===== src/rtl/sc_pkg.sv =====
// Shared definitions for the stochastic multiplier: FSM states, LFSR tap
// masks and the bit-reversal used to decorrelate the second bitstream.
package sc_pkg;

    typedef enum logic [1:0] {
        IDLE = 2'd0,
        RUN  = 2'd1,
        DONE = 2'd2
    } state_e;

    // Fibonacci feedback mask for a maximal-length LFSR of width w.
    // Bit i set means register bit i feeds the XOR. A zero mask marks an
    // unsupported width; the LFSR rejects it at elaboration.
    function automatic logic [15:0] lfsr_taps(input int w);
        logic [15:0] mask;
        case (w)
            8:       mask = 16'h00B8;  // x^8  + x^6  + x^5  + x^4 + 1
            10:      mask = 16'h0240;  // x^10 + x^7  + 1
            12:      mask = 16'h0829;  // x^12 + x^6  + x^4  + x   + 1
            16:      mask = 16'hD008;  // x^16 + x^15 + x^13 + x^4 + 1
            default: mask = 16'h0000;
        endcase
        return mask;
    endfunction

    // Reverse the low w bits of x; bits at and above w are discarded.
    function automatic logic [15:0] bitrev(input logic [15:0] x, input int unsigned w);
        logic [15:0] r;
        r = {<<{x}};
        return r >> (16 - w);
    endfunction

endpackage


===== src/rtl/sc_lfsr.sv =====
// Maximal-length Fibonacci LFSR used as the shared random source of the
// stochastic number generator. Loads SEED on request, steps when enabled,
// otherwise holds. The all-zero lock-up state is never reachable.
module sc_lfsr
    import sc_pkg::*;
#(
    parameter int W    = 8,
    parameter int SEED = 1
) (
    input  logic         clk,
    input  logic         rst_n,
    input  logic         load,
    input  logic         en,
    output logic [W-1:0] q
);

    localparam logic [15:0]  TAPS_FULL = lfsr_taps(W);
    localparam logic [W-1:0] TAPS      = TAPS_FULL[W-1:0];
    localparam logic [W-1:0] SEED_V    = W'(SEED);

    // Reject unsupported widths and a seed that would lock the LFSR at zero.
    if (TAPS_FULL == 16'h0000) begin : g_bad_width
        $error("sc_lfsr: unsupported width W=%0d (use 8, 10, 12 or 16)", W);
    end
    if (SEED == 0 || SEED >= (1 << W)) begin : g_bad_seed
        $error("sc_lfsr: SEED=%0d must be nonzero and below 2^W", SEED);
    end

    logic [W-1:0] q_q;
    logic [W-1:0] q_d;

    // Next state: reload has priority over stepping; otherwise hold.
    always_comb begin
        // NOTE: assign a default before any branch so every path drives q_d
        // and no latch is inferred.
        q_d = q_q;
        if (load) begin
            q_d = SEED_V;
        end else if (en) begin
            q_d = {q_q[W-2:0], ^(q_q & TAPS)};
        end
    end

    // State register; the reset value equals the job-start seed.
    always_ff @(posedge clk or negedge rst_n) begin
        // NOTE: clocked state uses non-blocking assignments so every flop
        // samples pre-edge values regardless of block ordering.
        if (!rst_n) begin
            q_q <= SEED_V;
        end else begin
            q_q <= q_d;
        end
    end

    assign q = q_q;

endmodule


===== src/rtl/sc_mult_seq.sv =====
// Serial unipolar stochastic multiplier. One operand pair is accepted over a
// valid/ready handshake, two bitstreams are derived from one LFSR (plain and
// bit-reversed), their AND is counted for STREAM_LEN cycles and the count is
// returned over a second valid/ready handshake.
module sc_mult_seq
    import sc_pkg::*;
#(
    parameter  int W          = 8,
    parameter  int STREAM_LEN = 255,
    parameter  int SEED       = 1,
    localparam int CW         = $clog2(STREAM_LEN + 1)
) (
    input  logic          clk,
    input  logic          rst_n,
    input  logic          clear,
    input  logic          in_valid,
    output logic          in_ready,
    input  logic [W-1:0]  a_in,
    input  logic [W-1:0]  b_in,
    output logic          y_bit,
    output logic          y_bit_valid,
    output logic          out_valid,
    input  logic          out_ready,
    output logic [CW-1:0] y_count,
    output logic          busy
);

    // The stream must fit in one LFSR period so no random value repeats.
    if (STREAM_LEN < 1 || STREAM_LEN > (1 << W) - 1) begin : g_bad_len
        $error("sc_mult_seq: STREAM_LEN=%0d outside 1..2^W-1", STREAM_LEN);
    end

    localparam logic [CW-1:0] LAST_BEAT = CW'(STREAM_LEN - 1);

    state_e        state_q, state_d;
    logic [W-1:0]  a_q, a_d;
    logic [W-1:0]  b_q, b_d;
    logic [CW-1:0] beat_q, beat_d;
    logic [CW-1:0] cnt_q, cnt_d;
    logic [CW-1:0] y_count_q, y_count_d;

    logic          in_idle;
    logic          in_run;
    logic          accept;
    logic          lfsr_load;
    logic          lfsr_en;
    logic [W-1:0]  lfsr_q;
    logic [W-1:0]  lfsr_rev;
    logic          a_bit;
    logic          b_bit;

    assign in_idle = (state_q == IDLE);
    assign in_run  = (state_q == RUN);

    // A job is taken only in IDLE and never in a cycle that also aborts.
    assign accept    = in_idle & in_valid & ~clear;
    assign lfsr_load = accept;
    assign lfsr_en   = in_run & ~clear;

    sc_lfsr #(
        .W    (W),
        .SEED (SEED)
    ) u_lfsr (
        .clk   (clk),
        .rst_n (rst_n),
        .load  (lfsr_load),
        .en    (lfsr_en),
        .q     (lfsr_q)
    );

    // Stochastic number generator: comparing the same random value in two
    // bit orders gives two streams with low mutual correlation.
    assign lfsr_rev = W'(bitrev(16'(lfsr_q), W));
    assign a_bit    = (lfsr_q < a_q);
    assign b_bit    = (lfsr_rev < b_q);
    assign y_bit    = in_run & a_bit & b_bit;

    // FSM and datapath next-state; clear overrides every transition.
    always_comb begin
        state_d   = state_q;
        a_d       = a_q;
        b_d       = b_q;
        beat_d    = beat_q;
        cnt_d     = cnt_q;
        y_count_d = y_count_q;

        if (clear) begin
            state_d = IDLE;
            beat_d  = '0;
            cnt_d   = '0;
        end else begin
            case (state_q)
                IDLE: begin
                    if (in_valid) begin
                        a_d     = a_in;
                        b_d     = b_in;
                        beat_d  = '0;
                        cnt_d   = '0;
                        state_d = RUN;
                    end
                end
                RUN: begin
                    cnt_d  = cnt_q + CW'(y_bit);
                    beat_d = beat_q + CW'(1);
                    if (beat_q == LAST_BEAT) begin
                        // Include this cycle's bit, which cnt_q does not yet hold.
                        y_count_d = cnt_q + CW'(y_bit);
                        state_d   = DONE;
                    end
                end
                DONE: begin
                    // y_count keeps its value after the handshake.
                    if (out_ready) begin
                        state_d = IDLE;
                    end
                end
                default: begin
                    state_d = IDLE;
                end
            endcase
        end
    end

    // Registers for FSM state, latched operands, beat, count and result.
    always_ff @(posedge clk or negedge rst_n) begin
        if (!rst_n) begin
            state_q   <= IDLE;
            a_q       <= '0;
            b_q       <= '0;
            beat_q    <= '0;
            cnt_q     <= '0;
            y_count_q <= '0;
        end else begin
            state_q   <= state_d;
            a_q       <= a_d;
            b_q       <= b_d;
            beat_q    <= beat_d;
            cnt_q     <= cnt_d;
            y_count_q <= y_count_d;
        end
    end

    // Handshake and status outputs are pure decodes of the state register.
    assign in_ready    = in_idle;
    assign y_bit_valid = in_run;
    assign out_valid   = (state_q == DONE);
    assign busy        = ~in_idle;
    assign y_count     = y_count_q;

endmodule

===== config.mk =====
export PLATFORM = sky130hd
export DESIGN_NAME = sc_mult_seq
export DESIGN_NICKNAME = d
export VERILOG_FILES = /design/src/rtl/sc_pkg.sv /design/src/rtl/sc_lfsr.sv /design/src/rtl/sc_mult_seq.sv
export SDC_FILE = /design/constraint.sdc
export NUM_CORES = 1
export LEC_CHECK = 0
export ABC_CLOCK_PERIOD_IN_PS = 2800
export CORE_UTILIZATION = 55
export CTS_CLUSTER_DIAMETER = 30
export CTS_CLUSTER_SIZE = 28
export DETAILED_ROUTE_END_ITERATION = 10
export HOLD_SLACK_MARGIN = 0.1
export PLACE_DENSITY = 0.84
export SYNTH_ARGS = -nofsm -noshare
export SYNTH_HDL_FRONTEND = slang
export SYNTH_SLANG_ARGS = --single-unit

===== constraint.sdc =====
create_clock -name clk -period 2.8 [get_ports clk]
set_input_delay 0.84 -clock clk [delete_from_list [all_inputs] [get_ports clk]]
set_output_delay 0.84 -clock clk [all_outputs]
set_load 0.05 [all_outputs]

==> impl_metrics.py <==
metrics = {
    "run_status": {
        "status": "finished with violations",
        "violations": "negative setup slack",
    },
    "timing": {
        "maxSlewViolCount": 0,
        "fin_ws_ns": -0.179,
        "slew_headroom_pct": 62.9,
        "finalHoldViolations": 0,
        "rsz0062_at_grt": "true",
        "setup_violations": 1,
        "fmax_ghz": 0.336,
        "fin_crit_ns": 2.98,
        "tns_ns": -0.179,
        "post-route-period-util_pct": 106,
        "worst_pin_slew_ns": 0.557,
        "fin_skew_ns": 0.00919,
    },
    "critical_path": {
        "path_class": "reg -> out",
        "cp-startpoint": "u_lfsr.q[0]$_DFFE_PN1P_",
        "cp.required_ns": 1.96,
        "r2r-start": "u_lfsr.q[0]$_DFFE_PN1P_",
        "cp_max_fo": 4,
        "critPathLaunchType": "flip-flop",
        "worstReg2RegEnd": "y_count[5]$_DFFE_PN0P_",
        "end_kind": "output pin",
        "worstPathArrival_ns": 2.14,
        "rr_worst_depth": 11,
        "r2r_slack_ns": 0.03,
    },
    "floorplan": {
        "die_w_um": 70.1,
        "die_area_um2": 4920,
        "initial_core_util_pct": 57.9,
        "rows": 24,
        "core_region_area_um2": 4410,
        "io_pins": 34,
        "die_h_um": 70.1,
    },
    "power_and_ir_drop": {
        "sw_frac_of_total_pct": 26.6,
        "power.share.sequential_pct": 44.9,
        "ir_drop_uv": 451,
        "finalPower_uw": 1820,
        "power.share.clock_pct": 34.0,
        "power_leakage_uw": 0.00147,
        "p_comb_share_pct": 21.1,
        "p_int_uw": 1340,
        "powerDensity_nw_per_um2": 555,
        "switching_power_uw": 485,
    },
    "logic_synthesis": {
        "async_flop_share_pct": 100,
        "synth_edf_count": 0,
        "synth_area_leaders": "dfrtp_1 (48%), ha_1 (8.8%), o21ai_0 (5.7%)",
        "synthCells": 265,
        "synth_seq_cells": 50,
        "yosysTopAreaCellShare_pct": 48.0,
        "synthesis.area_um2": 2550,
        "postSynthAreaPerCell_um2": 9.64,
        "synth_nets": 304,
        "synth_top_area_cell": "dfrtp_1",
        "yosysWarningCount": 0,
        "synthFlopType": "dfrtp_1",
        "ys_types": 41,
        "yosysMostFrequentCell": "dfrtp_1",
        "synth_common_cells": "dfrtp_1 (49), nand2_1 (37), o21ai_0 (29)",
        "yosysSeqAreaShare_pct": 49.0,
    },
    "clocking": {
        "tritoncts": "yes",
        "clockBufferDepth": 2,
        "cts-buffers-inserted": 5,
        "clock_sinks": 50,
        "clk_pin_slew_worst_paths_ns": 0.09,
        "h-tree-depth": 2,
        "worstSkewPairLatency_ns": 0.31,
        "cts-root-buf": "clkbuf_8",
    },
    "grt": {
        "antenna_found_initial": 0,
        "grt_pass1_vias": 2124,
        "met2_usage_pct": 41.7,
        "overflow": 0,
        "grt_pass1_wl_um": 9850,
        "grtUsageMet3_pct": 5.05,
        "grt.total_usage_pct": 25.6,
        "grt_max_degree": 26,
        "gr-usage-met1_pct": 34.1,
        "top_usage_layer": "met2",
    },
    "route": {
        "drc": 0,
        "drt-pass1-iter-count": 4,
        "wl_per_cell_um": 15.9,
        "drtIter0Drc": 130,
        "drt-total-wl_um": 5760,
        "vias": 2060,
        "antenna_left": 0,
        "routed_via_density": 5.71,
    },
    "cells_and_area": {
        "antennaDiodeCount": 0,
        "final_layout_size_suffix_gt1_share_pct": 16.8,
        "syn_to_final_growth_pct": 28.5,
        "layout.nets": 347,
    },
    "min_path": {
        "hold_class": "in -> async",
    },
    "job": {
        "cap_violations": 0,
    },
    "place": {
        "post-dp-hpwl_um": 3800,
        "gp_congestion": 0.897,
        "portBuffers": 33,
    },
}
-- cell usage in the layout, fill, tap and decap left out, types with 2 or more instances in the layout --
cell type / Yosys / final
o22ai_1: 3 / 2
nand4_1: 8 / 8
clkbuf_8: 0 / 6
a21oi_2: 4 / 5
dfrtp_1: 49 / 49
mux2_2: 4 / 4
xnor2_1: 5 / 4
nand3_1: 7 / 5
o21ai_0: 29 / 25
inv_1: 20 / 20
clkdlybuf4s50_1: 0 / 30
bufinv_16: 0 / 2
xor2_1: 4 / 3
ha_1: 18 / 14
a211o_1: 2 / 2
a22o_1: 4 / 4
nand2_1: 37 / 37
and3_1: 3 / 2
buf_4: 0 / 14
nor2_1: 20 / 20
a21oi_1: 12 / 11
o21ai_1: 0 / 4
o31ai_1: 3 / 3
ha_4: 0 / 4
-- metal layers --
metal	routed length, µm	share of wire (%)	up-vias
met2	2900	50	55
li1	-	-	998
met3	269	4.7	12
met4	119	2.1	0
met5	0	0	-
met1	2470	43	995
-- power groups by stage --
| stage | Combinational (µW) | Clock [µW] | Sequential [µW] |
|---|---|---|---|
| floorplan | 229 | 0 | 823 |
| global placement | 335 | 0 | 830 |
| detailed placement | 352 | 0 | 834 |
| CTS | 375 | 633 | 818 |
| global route | 429 | 654 | 826 |
| finish | 384 | 620 | 818 |
-- cell families after synthesis --
logic type	synth area share, %
xor gates and xnor gates	3.09
DFF	49.0
AOI/OAI and AO/OA	16.1
buffers and inverters	5.29
adders and majority gates	8.82
and+or+nand+nor	15.9
muxes	1.76
-- flip-flops by register name, indices dropped and copies added (netlist names) --
| register | cells |
|---|---|
| a_q | 8 |
| b_q | 8 |
| beat_q | 8 |
| cnt_q | 8 |
| u_lfsr.q | 8 |
| y_count | 8 |
| state_q | 2 |
-- cell type report --
cell class,count,area (µm²)
fillers,307,1130
repair buffers,47,443
well taps,52,65.1
multi-input cells,184,1300
inverters,20,75.1
flip-flops and latches,50,1250
clock inverters,2,60.1
clock buffers,6,82.6
-- per-stage QoR --
| stage | util [%] | area (µm²) | setup slack (ns) | std cells | hold WS [ns] |
|---|---|---|---|---|---|
| floorplan | - | 2610 | -0.0367 | 265 | 0.469 |
| global placement | 68.4 | 3020 | 0.168 | 349 | 0.492 |
| detailed placement | 68.4 | 3020 | -0.00351 | 349 | 0.496 |
| CTS | 72.6 | 3210 | -0.251 | 359 | 0.509 |
| global route | 74.3 | 3280 | -0.274 | 361 | 0.531 |
| finish | 74.3 | 3280 | -0.179 | 361 | 0.506 |
-- how the worst max path moves through the flow --
stage | to | slack (ns) | depth (start not counted)
floorplan | y_count[7]$_DFFE_PN0P_ | -0.04 | 11
global placement | y_bit | 0.17 | 6
detailed placement | cnt_q[6]$_DFFE_PN0P_ | -0.004 | 10
CTS | y_bit | -0.25 | 6
global route | y_bit | -0.27 | 6
finish | y_bit | -0.18 | 6
-- critical path, cell delays in order (launching register included) --
cell and delay (ns):
dfstp_2 0.56, ha_4 0.21, a22o_1 0.19, nor4_2 0.22
nand4_1 0.19, a211oi_4 0.28, buf_12 0.18
-- what timing repair did --
| item | CTS | global route |
|---|---|---|
| cloned | 0 | 0 |
| gates resized for setup | 7 | 11 |
| hold buffers | 0 | 0 |
| pin swaps | 2 | 5 |
| buffers inserted | 2 | 3 |
| setup endpoints to repair | 3 | 13 |
No activity file was read; power rests on OpenSTA's default activity.
